[config.mk]
export PLATFORM = sky130hd
export DESIGN_NAME = my_cpu
export DESIGN_NICKNAME = d
export VERILOG_FILES = /design/src/rtl/my_cpu.sv
export SDC_FILE = /design/constraint.sdc
export NUM_CORES = 1
export LEC_CHECK = 0
export CORE_MARGIN = 1.5
export CORE_UTILIZATION = 65
export CTS_BUF_LIST = sky130_fd_sc_hd__clkbuf_2
export DETAILED_ROUTE_END_ITERATION = 10
export HOLD_SLACK_MARGIN = 0.15
export PLACE_DENSITY = 0.85
export SYNTH_ARGS = -nofsm -noshare
export SYNTH_HDL_FRONTEND = slang
export SYNTH_SLANG_ARGS = --single-unit
export TNS_END_PERCENT = 10
[constraint.sdc]
create_clock -name clock -period 10.49 [get_ports clock]
set_input_delay 2.098 -clock clock [delete_from_list [all_inputs] [get_ports clock]]
set_output_delay 2.098 -clock clock [all_outputs]
set_load 0.1 [all_outputs]
[src/rtl/my_cpu.sv]
// my_cpu: 16-bit five-stage (IF/ID/EX/MEM/WB) load/store core, eight GPRs,
// Harvard instruction/data ports, no interlocks or forwarding.
module my_cpu (
  input  logic        clock,
  input  logic        reset,
  input  logic        enable,
  input  logic        start,
  input  logic [15:0] i_datain,
  input  logic [15:0] d_datain,
  input  logic [3:0]  select_y,
  output logic [7:0]  i_addr,
  output logic [7:0]  d_addr,
  output logic [15:0] d_dataout,
  output logic        d_we,
  output logic [15:0] y
);

  localparam logic [1:0] IDLE   = 2'd0;
  localparam logic [1:0] EXEC   = 2'd1;
  localparam logic [1:0] HALTED = 2'd2;

  localparam logic [4:0] OP_HALT = 5'b00001, OP_LOAD = 5'b00010, OP_STORE = 5'b00011;
  localparam logic [4:0] OP_SLL  = 5'b00100, OP_SLA  = 5'b00101, OP_SRL   = 5'b00110;
  localparam logic [4:0] OP_SRA  = 5'b00111, OP_ADD  = 5'b01000, OP_ADDI  = 5'b01001;
  localparam logic [4:0] OP_SUB  = 5'b01010, OP_SUBI = 5'b01011, OP_CMP   = 5'b01100;
  localparam logic [4:0] OP_AND  = 5'b01101, OP_OR   = 5'b01110, OP_XOR   = 5'b01111;
  localparam logic [4:0] OP_LDIH = 5'b10000, OP_ADDC = 5'b10001, OP_SUBC  = 5'b10010;
  localparam logic [4:0] OP_JUMP = 5'b11000, OP_JMPR = 5'b11001, OP_BZ    = 5'b11010;
  localparam logic [4:0] OP_BNZ  = 5'b11011, OP_BN   = 5'b11100, OP_BNN   = 5'b11101;
  localparam logic [4:0] OP_BC   = 5'b11110, OP_BNC  = 5'b11111;

  logic [1:0]  state_q, state_d;
  logic [7:0]  pc;
  logic [15:0] id_ir, reg_A, reg_B, reg_C, reg_C1, smdr, smdr1;
  logic [15:0] gr [0:7];
  logic [4:0]  ex_op, mem_op, wb_op;
  logic [2:0]  ex_r1, mem_r1, wb_r1;
  logic        zf, nf, cf;

  logic [4:0]  id_op;
  logic        run, take_br, upd, zf_d, nf_d, cf_d, wb_wr;
  logic [15:0] gr_r1, gr_r2, gr_r3, a_d, b_d, alu_y;
  logic [16:0] wide;

  assign id_op     = id_ir[15:11];
  assign gr_r1     = gr[id_ir[10:8]];
  assign gr_r2     = gr[id_ir[6:4]];
  assign gr_r3     = gr[id_ir[2:0]];
  assign i_addr    = pc;
  assign d_addr    = reg_C[7:0];
  assign d_dataout = smdr1;
  assign d_we      = (mem_op == OP_STORE);
  // A HALT sitting in ID stops fetch at once, so pc and id_ir freeze on it.
  assign run       = (state_q == EXEC) && (id_op != OP_HALT);

  // Run-control state: IDLE -> EXEC on start, EXEC -> HALTED on HALT in ID.
  always_comb begin
    state_d = state_q;
    if (state_q == IDLE && start) state_d = EXEC;
    else if (state_q == EXEC && id_op == OP_HALT) state_d = HALTED;
  end

  // Jump/branch decision in MEM; flags still hold the pre-branch result.
  always_comb begin
    case (mem_op)
      OP_JUMP, OP_JMPR: take_br = 1'b1;
      OP_BZ:            take_br = zf;
      OP_BNZ:           take_br = !zf;
      OP_BN:            take_br = nf;
      OP_BNN:           take_br = !nf;
      OP_BC:            take_br = cf;
      OP_BNC:           take_br = !cf;
      default:          take_br = 1'b0;
    endcase
  end

  // ID operand selection: A/B per instruction format.
  always_comb begin
    a_d = gr_r2;
    b_d = gr_r3;
    case (id_op)
      OP_LOAD, OP_STORE, OP_SLL, OP_SLA, OP_SRL, OP_SRA:
        b_d = {12'h000, id_ir[3:0]};
      OP_ADDI, OP_SUBI, OP_JMPR, OP_BZ, OP_BNZ, OP_BN, OP_BNN, OP_BC, OP_BNC: begin
        a_d = gr_r1;
        b_d = {8'h00, id_ir[7:0]};
      end
      OP_LDIH: begin
        a_d = gr_r1;
        b_d = {id_ir[7:0], 8'h00};
      end
      OP_JUMP: begin
        a_d = '0;
        b_d = {8'h00, id_ir[7:0]};
      end
      default: ;
    endcase
  end

  // EX ALU and flag update.
  always_comb begin
    alu_y = '0;
    wide  = '0;
    upd   = 1'b0;
    zf_d  = zf;
    nf_d  = nf;
    cf_d  = cf;
    case (ex_op)
      OP_LOAD, OP_STORE, OP_JUMP, OP_JMPR, OP_BZ, OP_BNZ, OP_BN, OP_BNN, OP_BC, OP_BNC:
        alu_y = reg_A + reg_B;
      OP_SLL, OP_SLA: begin alu_y = reg_A << reg_B[3:0]; cf_d = 1'b0; upd = 1'b1; end
      OP_SRL:         begin alu_y = reg_A >> reg_B[3:0]; cf_d = 1'b0; upd = 1'b1; end
      OP_SRA:         begin alu_y = 16'($signed(reg_A) >>> reg_B[3:0]); cf_d = 1'b0; upd = 1'b1; end
      OP_ADD, OP_ADDI, OP_LDIH, OP_ADDC: begin
        wide  = {1'b0, reg_A} + {1'b0, reg_B} + {16'h0000, (ex_op == OP_ADDC) && cf};
        alu_y = wide[15:0];
        cf_d  = wide[16];
        upd   = 1'b1;
      end
      OP_SUB, OP_SUBI, OP_CMP, OP_SUBC: begin
        wide  = {1'b0, reg_A} - {1'b0, reg_B} - {16'h0000, (ex_op == OP_SUBC) && cf};
        alu_y = wide[15:0];
        cf_d  = wide[16];
        upd   = 1'b1;
      end
      OP_AND: begin alu_y = reg_A & reg_B; cf_d = 1'b0; upd = 1'b1; end
      OP_OR:  begin alu_y = reg_A | reg_B; cf_d = 1'b0; upd = 1'b1; end
      OP_XOR: begin alu_y = reg_A ^ reg_B; cf_d = 1'b0; upd = 1'b1; end
      default: ;
    endcase
    if (upd) begin
      zf_d = (alu_y == 16'h0000);
      nf_d = alu_y[15];
    end
  end

  // WB write enable for register-writing opcodes (gr0 is never written).
  always_comb begin
    case (wb_op)
      OP_LOAD, OP_SLL, OP_SLA, OP_SRL, OP_SRA, OP_ADD, OP_ADDI, OP_SUB, OP_SUBI,
      OP_AND, OP_OR, OP_XOR, OP_LDIH, OP_ADDC, OP_SUBC: wb_wr = (wb_r1 != 3'd0);
      default: wb_wr = 1'b0;
    endcase
  end

  // Pipeline registers; enable low freezes everything.
  always_ff @(posedge clock or negedge reset) begin
    if (!reset) begin
      state_q <= IDLE;
      pc      <= '0;
      id_ir   <= '0;
      ex_op   <= '0;  ex_r1  <= '0;  mem_op <= '0;  mem_r1 <= '0;
      wb_op   <= '0;  wb_r1  <= '0;
      reg_A   <= '0;  reg_B  <= '0;  reg_C  <= '0;  reg_C1 <= '0;
      smdr    <= '0;  smdr1  <= '0;
      zf      <= 1'b0; nf    <= 1'b0; cf     <= 1'b0;
    end else if (enable) begin
      state_q <= state_d;
      if (run) begin
        id_ir <= i_datain;
        pc    <= take_br ? reg_C[7:0] : pc + 8'd1;
      end
      ex_op  <= run ? id_op : 5'b00000;
      ex_r1  <= id_ir[10:8];
      reg_A  <= a_d;
      reg_B  <= b_d;
      smdr   <= gr_r1;
      mem_op <= ex_op;
      mem_r1 <= ex_r1;
      reg_C  <= alu_y;
      smdr1  <= smdr;
      zf     <= zf_d;
      nf     <= nf_d;
      cf     <= cf_d;
      wb_op  <= mem_op;
      wb_r1  <= mem_r1;
      reg_C1 <= (mem_op == OP_LOAD) ? d_datain : reg_C;
    end
  end

  // Register file write-back.
  always_ff @(posedge clock or negedge reset) begin
    if (!reset) begin
      for (int unsigned i = 0; i < 8; i++) gr[i] <= '0;
    end else if (enable && wb_wr) begin
      gr[wb_r1] <= reg_C1;
    end
  end

  // Debug read-out mux.
  always_comb begin
    case (select_y)
      4'd8:    y = {8'h00, pc};
      4'd9:    y = id_ir;
      4'd10:   y = reg_A;
      4'd11:   y = reg_B;
      4'd12:   y = reg_C;
      4'd13:   y = reg_C1;
      4'd14:   y = {13'h0000, zf, nf, cf};
      4'd15:   y = smdr1;
      default: y = gr[select_y[2:0]];
    endcase
  end

endmodule

# Yosys cells after proc, flatten, opt, wreduce, memory -nomap -nowiden
# Cells that the tools add are included.
# totals
input_bits,40
elab_cells,185
ff_bits,277
out_inout_bits,49
# op_classes
n_bitwise,8
shifts,3
muxes,28
eq_ne,78
reduce_logical,30
n_addsub,6
order_cmp,6
# ops
cell,n
16-bit binary-select mux with 3-bit select,4
16-bit 2-to-1 mux,10
5-bit == test (second input constant),31
16-bit case mux with 9 select lines,1
128-bit bitwise mux,1
16-bit case mux with 8 select lines,1
5-bit by 4-bit == test with 1-bit output (second input constant),17
5-bit by 3-bit == test with 1-bit output (second input constant),12
16-bit demux with 3-bit select,1
16-bit case mux with 3 select lines,1
5-bit by 2-bit == test with 1-bit output (second input constant),7
4-bit == test (second input constant),8
16-bit case mux with 2 select lines,1
10-bit OR reduction,3
15-bit OR reduction,2
4-bit greater-or-equal comparator (second input constant),5
3-bit NOT with 4-bit output,5
16-bit by 16-bit adder with 17-bit output,1
17-bit by 1-bit adder with 17-bit output,1
16-bit by 16-bit subtractor with 17-bit output,1
17-bit by 1-bit subtractor with 17-bit output,1
16-bit adder,1
16-bit AND,1
16-bit logical NOT,1
other kinds (26),42

# Depth between registers and ports, before layout
# Gate-level depths: netlist of the first run.
# logic_depth
depth_word,6
depth_mapped,17
ltp_nobuf,15

# Worst setup path after synthesis of the first run
# No wires, ideal clock.
# synth_path
path_kind,in2out
from,input port select_y[0]
to,output port y[10]
path_stages,5
arrival_ns,5.432
path_slack_ns,2.960
required_ns,8.392
path_cell_list,clkbuf_1 -> buf_1 -> mux4_2 -> mux2i_1 -> o21ai_0
# synth_via
elab_chain_len,5
elab_cells_between_ends,13
cone_classes,8 x eq/ne; 4 x mux; 1 x bitwise
# synth_rtl
item,line,rtl
"start, declared",10,"input logic [3:0] select_y,"
3-bit NOT with 4-bit output (not written as such),201,default: y = gr[select_y[2:0]];
16-bit binary-select mux with 3-bit select,201,
16-bit 2-to-1 mux (not written as such) (2 in a row),201,
16-bit case mux with 8 select lines *,192,case (select_y)
"end, declared",15,output logic [15:0] y
# Mark *: on every way between the ends. The rest lies on a longest branch, timed or not. The select of a mux whose other input is x is not followed.

# Worst setup path after layout of the first run
# layout_path
from,input port select_y[3]
to,output port y[6]
# layout_via
elab_chain_len,2
elab_cells_between_ends,9
cone_classes,8 x eq/ne; 1 x mux
# layout_rtl
item,line
4-bit == test,192
16-bit case mux with 8 select lines *,192
# Mark *: on every way between the ends. The rest lies on a longest branch, timed or not.

==> flow_metrics.env, run 1 <==
export IMPL_status="complete, no violations"
export IMPL_syn_mean_instance_area_um2=10.6
export IMPL_r2r_start="reg_B[1]"
export IMPL_initial_core_util=0.661
export IMPL_report_final_setup_viol=0
export IMPL_power_mw=2.46
export IMPL_cts_hold_buf=0
export IMPL_final_layout_size_suffix_gt1_frac=0.239
export IMPL_placed_cell_area_um2=21100
export IMPL_cap_violations=0
export IMPL_async_flop_share=1.00
export IMPL_rsz0062_at_grt="no"
export IMPL_crit_path_end_kind="output port"
export IMPL_p_per_area_nw_per_um2=113
export IMPL_cts_tree="built"
export IMPL_die_area_um2=32200
export IMPL_critical_path_max_fanout=24
export IMPL_synth_ff_type="dfrtp_1"
export IMPL_relSlewSlack=0.154
export IMPL_ys_seq_elements=277
export IMPL_overflow=0
export IMPL_drcViolationCount=0
export IMPL_clk_pin_slew_ns=0.10
export IMPL_place_ws_ns=2.25
export IMPL_cp_required_ns=8.39
export IMPL_dp_cells=2252
export IMPL_max_slew_worst_pin_slew_ns=1.26
export IMPL_postRouteAntennaNets=0
export IMPL_start_kind="input pin"
export IMPL_grt_antenna_before_repair=2
export IMPL_setup_slack_ns=2.09
export IMPL_critPathLaunch="select_y[3]"
export IMPL_endpoint="y[6]"
export IMPL_fmax_mhz=119
export IMPL_hold_viol_final=0
export IMPL_p_leak_nw=9.03
export IMPL_fp_dieH_um=179
export IMPL_ys_seq_area_frac=0.343
export IMPL_drtIter0Drc=2411
export IMPL_clock_sinks=277
export IMPL_setup_tns_ns=0
export IMPL_r2r_end="zf"
export IMPL_clkLatencyLatePin_ns=1.02
export IMPL_area_growth_synth_to_final_pct=7.51
export IMPL_grt_max_degree=122
export IMPL_arrival_ns=6.30
export IMPL_cts_buffers=74
export IMPL_wirelength_um=69400
export IMPL_syn_nets=2023
export IMPL_vdd_drop_max_mv=0.135
export IMPL_via_per_inst=7.34
export IMPL_dp_hpwl_um=48400
export IMPL_worstRegToRegCells=11
export IMPL_synth_distinct_cells=83
export IMPL_route_vias_total=17417
export IMPL_die_x_um=179
export IMPL_min_period_ns=8.40
export IMPL_synth_cells=1914
export IMPL_coreArea_um2=30600
export IMPL_hold_depth=0
export IMPL_yosys_warnings=0
export IMPL_slew_viol_final=0
export IMPL_cts_buffer_depth=3
export IMPL_r2r_slack_ns=4.93
export IMPL_grt_use_total=0.445
export IMPL_crit_type="in -> out"
export IMPL_grt_pass1_vias=17030
export IMPL_post_route_cell_area_um2=21700
export IMPL_gp_routability_congestion=1.05
export IMPL_firstDrtPassIters=9
export IMPL_grt_pass1_wl_um=105000
export IMPL_synth_edf_count=0
export IMPL_fin_skew_ns=0.105
export IMPL_ctsResizeCount=0
export IMPL_port_buffers=88
export IMPL_synthesis_area_um2=20200
export IMPL_cts_max_level=3
export IMPL_hold_class="reg -> reg"
export IMPL_nets=2041
export IMPL_rows=64
export IMPL_detail_route_wl_per_cell_um=29.3
export IMPL_fin_cells=2372
export IMPL_post_cts_buffers=0
export IMPL_period_share=0.801
export IMPL_io_pins=89
export IMPL_clock_root_buffer="clkbuf_2"
==> cells in the mapped netlist, types with 25 or more instances <==
library cell,number,area (µm²)
nand2_1,181,679
nor3_1,31,155
mux2_2,159,1790
inv_1,58,218
ha_1,64,801
clkbuf_1,118,443
mux4_2,148,3330
a21oi_1,87,435
o21ai_0,106,531
mux2i_1,106,1060
a22oi_1,32,240
o22ai_1,27,169
buf_1,25,93.8
nor2_1,128,480
dfrtp_1,277,6930
==> critical path, cell delays in order <==
cell and delay, ns:
clkdlybuf4s50_1 1.07, nand2b_1 0.26, nor2_1 1.00, a22o_1 0.29, a221oi_1 0.06, o211ai_1 0.29, clkdlybuf4s50_1 1.22
==> cells in the final DEF (no fill, tap or decap), types with 7 or more instances in the layout <==
cell	synthesis	layout
a221oi_1	21	21
clkbuf_2	0	98
xor2_1	8	8
o21a_1	8	8
nor3b_1	8	7
xnor2_1	15	15
a21o_1	12	12
nor2_1	128	127
buf_4	10	30
nand2b_1	11	11
nor3_1	31	28
inv_1	58	58
nand4_1	8	8
nor2b_1	12	12
o221ai_1	7	7
a211oi_1	10	10
mux4_2	148	148
nand3_1	21	21
and3_1	11	11
clkinv_1	2	13
mux2_2	159	159
o211ai_1	18	18
nor4_1	7	7
mux2i_1	106	106
a31oi_1	14	14
dfrtp_1	277	273
a22oi_1	32	32
clkdlybuf4s50_1	0	84
o22ai_1	27	27
o21ai_0	106	106
nand2_1	181	181
ha_1	64	64
a21oi_1	87	87
a22o_1	8	8
==> stage by stage <==
stage | hold slack (ns) | util
after floorplan | 0.466 | -
after global placement | 0.411 | 0.690
after detailed placement | 0.431 | 0.690
after CTS | 0.450 | 0.710
after global routing | 0.475 | 0.710
final | 0.455 | 0.710
==> registers in the layout, indices dropped and copies added, names as in the netlist <==
register / cells
nf: 1
smdr: 16
d_dataout: 16
gr: 128
i_addr: 8
id_ir: 16
reg_A: 16
ex_op: 5
mem_r1: 3
reg_C1: 16
reg_B: 16
reg_C: 16
cf: 1
wb_r1: 3
state_q: 2
mem_op: 5
wb_op: 5
ex_r1: 3
zf: 1
==> layout make-up <==
class / instances / area, µm²
clock buffers: 98 / 490
diodes: 2 / 5.00
clock inverters: 20 / 120
flip-flops and latches: 277 / 6940
fillers: 2209 / 8860
repair buffers: 118 / 1100
inverters: 61 / 229
well taps: 396 / 495
multi-input cells: 1400 / 12300
==> per-layer routing <==
metal | up-vias | wire length (µm) | GRT usage
met3 | 314 | 8070 | 0.131
met1 | 8525 | 24700 | 0.567
met2 | 1266 | 31500 | 0.668
met4 | 0 | 5150 | 0.285
li1 | 7312 | - | -
met5 | - | 0 | 0
==> cell families after synthesis <==
logic type / after synthesis / synth area share
multiplexers: 413 / 0.306
buffers and inverters: 237 / 0.0476
AO/OA/AOI/OAI: 437 / 0.144
flip-flops: 277 / 0.343
AND/OR/NAND/NOR: 458 / 0.105
adder cells (fa/ha/maj): 69 / 0.0446
XOR/XNOR: 23 / 0.00997
==> worst min path at each step <==
stage,end,from
2_1_floorplan,state_q[1],state_q[1]
3_3_place_gp,gr[114],gr[114]
3_5_place_dp,gr[116],gr[116]
4_1_cts,gr[125],gr[125]
5_1_grt,gr[114],gr[114]
6_report,gr[125],gr[125]
==> power by group <==
group / switching [mW] / internal, mW
logic: 0.356 / 0.180
clock network: 0.465 / 0.278
registers: 0.0759 / 1.11
No activity file was read; power rests on OpenSTA's default activity.
==> run 2: changes to the inputs <==
--- a/config.mk
+++ b/config.mk
@@ -6,11 +6,11 @@
 export NUM_CORES = 1
 export LEC_CHECK = 0
 export CORE_MARGIN = 1.5
-export CORE_UTILIZATION = 65
+export CORE_UTILIZATION = 58
 export CTS_BUF_LIST = sky130_fd_sc_hd__clkbuf_2
 export DETAILED_ROUTE_END_ITERATION = 10
 export HOLD_SLACK_MARGIN = 0.15
-export PLACE_DENSITY = 0.85
+export PLACE_DENSITY = 0.8
 export SYNTH_ARGS = -nofsm -noshare
 export SYNTH_HDL_FRONTEND = slang
 export SYNTH_SLANG_ARGS = --single-unit
==> constraint.sdc (replaced) <==
create_clock -name clock -period 7.3 [get_ports clock]
set_input_delay 1.46 -clock clock [delete_from_list [all_inputs] [get_ports clock]]
set_output_delay 1.46 -clock clock [all_outputs]
set_load 0.1 [all_outputs]
==> flow_metrics.env, run 2 (synthesis gave the netlist of run 1 again) <==
export IMPL_status="complete, no violations"
export IMPL_firstDrtPassIters=9
export IMPL_coreArea_um2=34500
export IMPL_clock_root_buffer="clkbuf_2"
export IMPL_setup_tns_ns=0
export IMPL_overflow=0
export IMPL_fp_dieH_um=190
export IMPL_post_cts_buffers=0
export IMPL_r2r_end="zf"
export IMPL_utilization=0.634
export IMPL_critPathLaunch="select_y[2]"
export IMPL_grt_busiest_layer="met2"
export IMPL_cts_tree="built"
export IMPL_endpoint="y[8]"
export IMPL_power_mw=3.57
export IMPL_clkLatencyLatePin_ns=0.94
export IMPL_ctsResizeCount=0
export IMPL_cp_required_ns=5.84
export IMPL_r2r_slack_ns=1.99
export IMPL_dp_hpwl_um=48000
export IMPL_hold_viol_final=0
export IMPL_grtUsageMet3=0.0891
export IMPL_fin_cells=2438
export IMPL_fin_skew_ns=0.103
export IMPL_vdd_drop_max_mv=0.159
export IMPL_cts_hold_buf=0
export IMPL_port_buffers=88
export IMPL_arrival_ns=4.49
export IMPL_gp_routability_congestion=1.03
export IMPL_rows=68
export IMPL_p_leak_nw=9.11
export IMPL_route_vias_total=17312
export IMPL_cts_buffers=74
export IMPL_worstRegToRegCells=12
export IMPL_critical_path_max_fanout=14
export IMPL_crit_type="in -> out"
export IMPL_rsz0062_at_grt="no"
export IMPL_drcViolationCount=0
export IMPL_drtIter0Drc=2154
export IMPL_grt_util_met1=0.501
export IMPL_met2_usage=0.581
export IMPL_final_common_cell="dfrtp_1"
export IMPL_via_per_inst=7.10
export IMPL_hold_class="reg -> reg"
export IMPL_largest_register_ffs=128
export IMPL_period_share=0.816
export IMPL_slew_viol_final=0
export IMPL_layout_common_cells="dfrtp_1 (273), nand2_1 (181), mux2_2 (159), mux4_2 (148), nor2_1 (127)"
export IMPL_hold_depth=0
export IMPL_die_area_um2=36000
export IMPL_detail_route_wl_per_cell_um=28.0
export IMPL_cts_buffer_depth=3
export IMPL_start_kind="input pin"
export IMPL_cap_violations=0
export IMPL_max_slew_worst_pin_slew_ns=1.41
export IMPL_die_x_um=190
export IMPL_min_period_ns=5.95
export IMPL_r2r_start="ex_op[4]"
export IMPL_final_layout_size_suffix_gt1_frac=0.251
export IMPL_dp_cells=2314
export IMPL_nets=2044
export IMPL_postRouteAntennaNets=0
export IMPL_initial_core_util=0.586
export IMPL_grt_pass1_wl_um=103000
export IMPL_grt_use_total=0.383
export IMPL_regMostFlops="gr"
export IMPL_cts_max_level=3
export IMPL_relSlewSlack=0.0498
export IMPL_crit_path_end_kind="output port"
export IMPL_wirelength_um=68200
export IMPL_area_growth_synth_to_final_pct=8.04
export IMPL_report_final_setup_viol=0
export IMPL_clock_sinks=277
export IMPL_fmax_mhz=168
export IMPL_clk_pin_slew_ns=0.09
export IMPL_grt_max_degree=109
export IMPL_p_per_area_nw_per_um2=164
export IMPL_grt_antenna_before_repair=1
export IMPL_io_pins=89
export IMPL_grt_pass1_vias=16839
## run 2: changes by cell type in the layout (fill, tap and decap cells not counted), sizes merged
cell           delta
clkinv            -3
clkdlybuf4s50    -16
inv               +1
clkbuf            +5
bufinv            +1
buf              +19
## run 2: power by group
part	internal (mW)	switching, mW
Combinational	0.257	0.506
Sequential	1.59	0.108
Clock	0.451	0.660
## run 2: cell type report
class / count / area [µm²]
clock inverter: 19 / 141
tap: 455 / 569
fill: 2784 / 12600
antenna: 2 / 5.00
clock buffer: 103 / 515
sequential: 277 / 6940
inverter: 61 / 229
multi-input combinational: 1400 / 12400
timing repair buffer: 121 / 1080
## run 2: worst min-delay path by stage
stage | from | to | slack [ns]
floorplan | state_q[1] | state_q[1] | 0.47
global placement | gr[114] | gr[114] | 0.41
detailed placement | gr[119] | gr[119] | 0.42
CTS | gr[119] | gr[119] | 0.45
global route | gr[119] | gr[119] | 0.47
finish | gr[122] | gr[122] | 0.44
## run 2: metal layers
layer | wire length (µm) | part of all wire
met2 | 30800 | 0.45
met4 | 4560 | 0.067
met3 | 6840 | 0.10
met5 | 0 | 0
met1 | 25900 | 0.38
## run 2: through the flow
step                setup slack, ns  instance area, µm²  hold slack, ns
floorplan                      1.05               20200           0.466
global placement               1.43               21200           0.411
detailed placement             1.43               21200           0.423
CTS                            1.43               21800           0.447
global route                   1.29               21800           0.471
finish                         1.35               21800           0.444
## run 2: worst max-delay path, cell delays in order
cell             delay (ns)
clkdlybuf4s50_1        0.73
nand2b_1               0.36
nor2_1                 0.94
a22oi_1                0.24
nand2_1                0.13
a221oi_1               0.05
o21ai_0                0.20
buf_4                  0.37
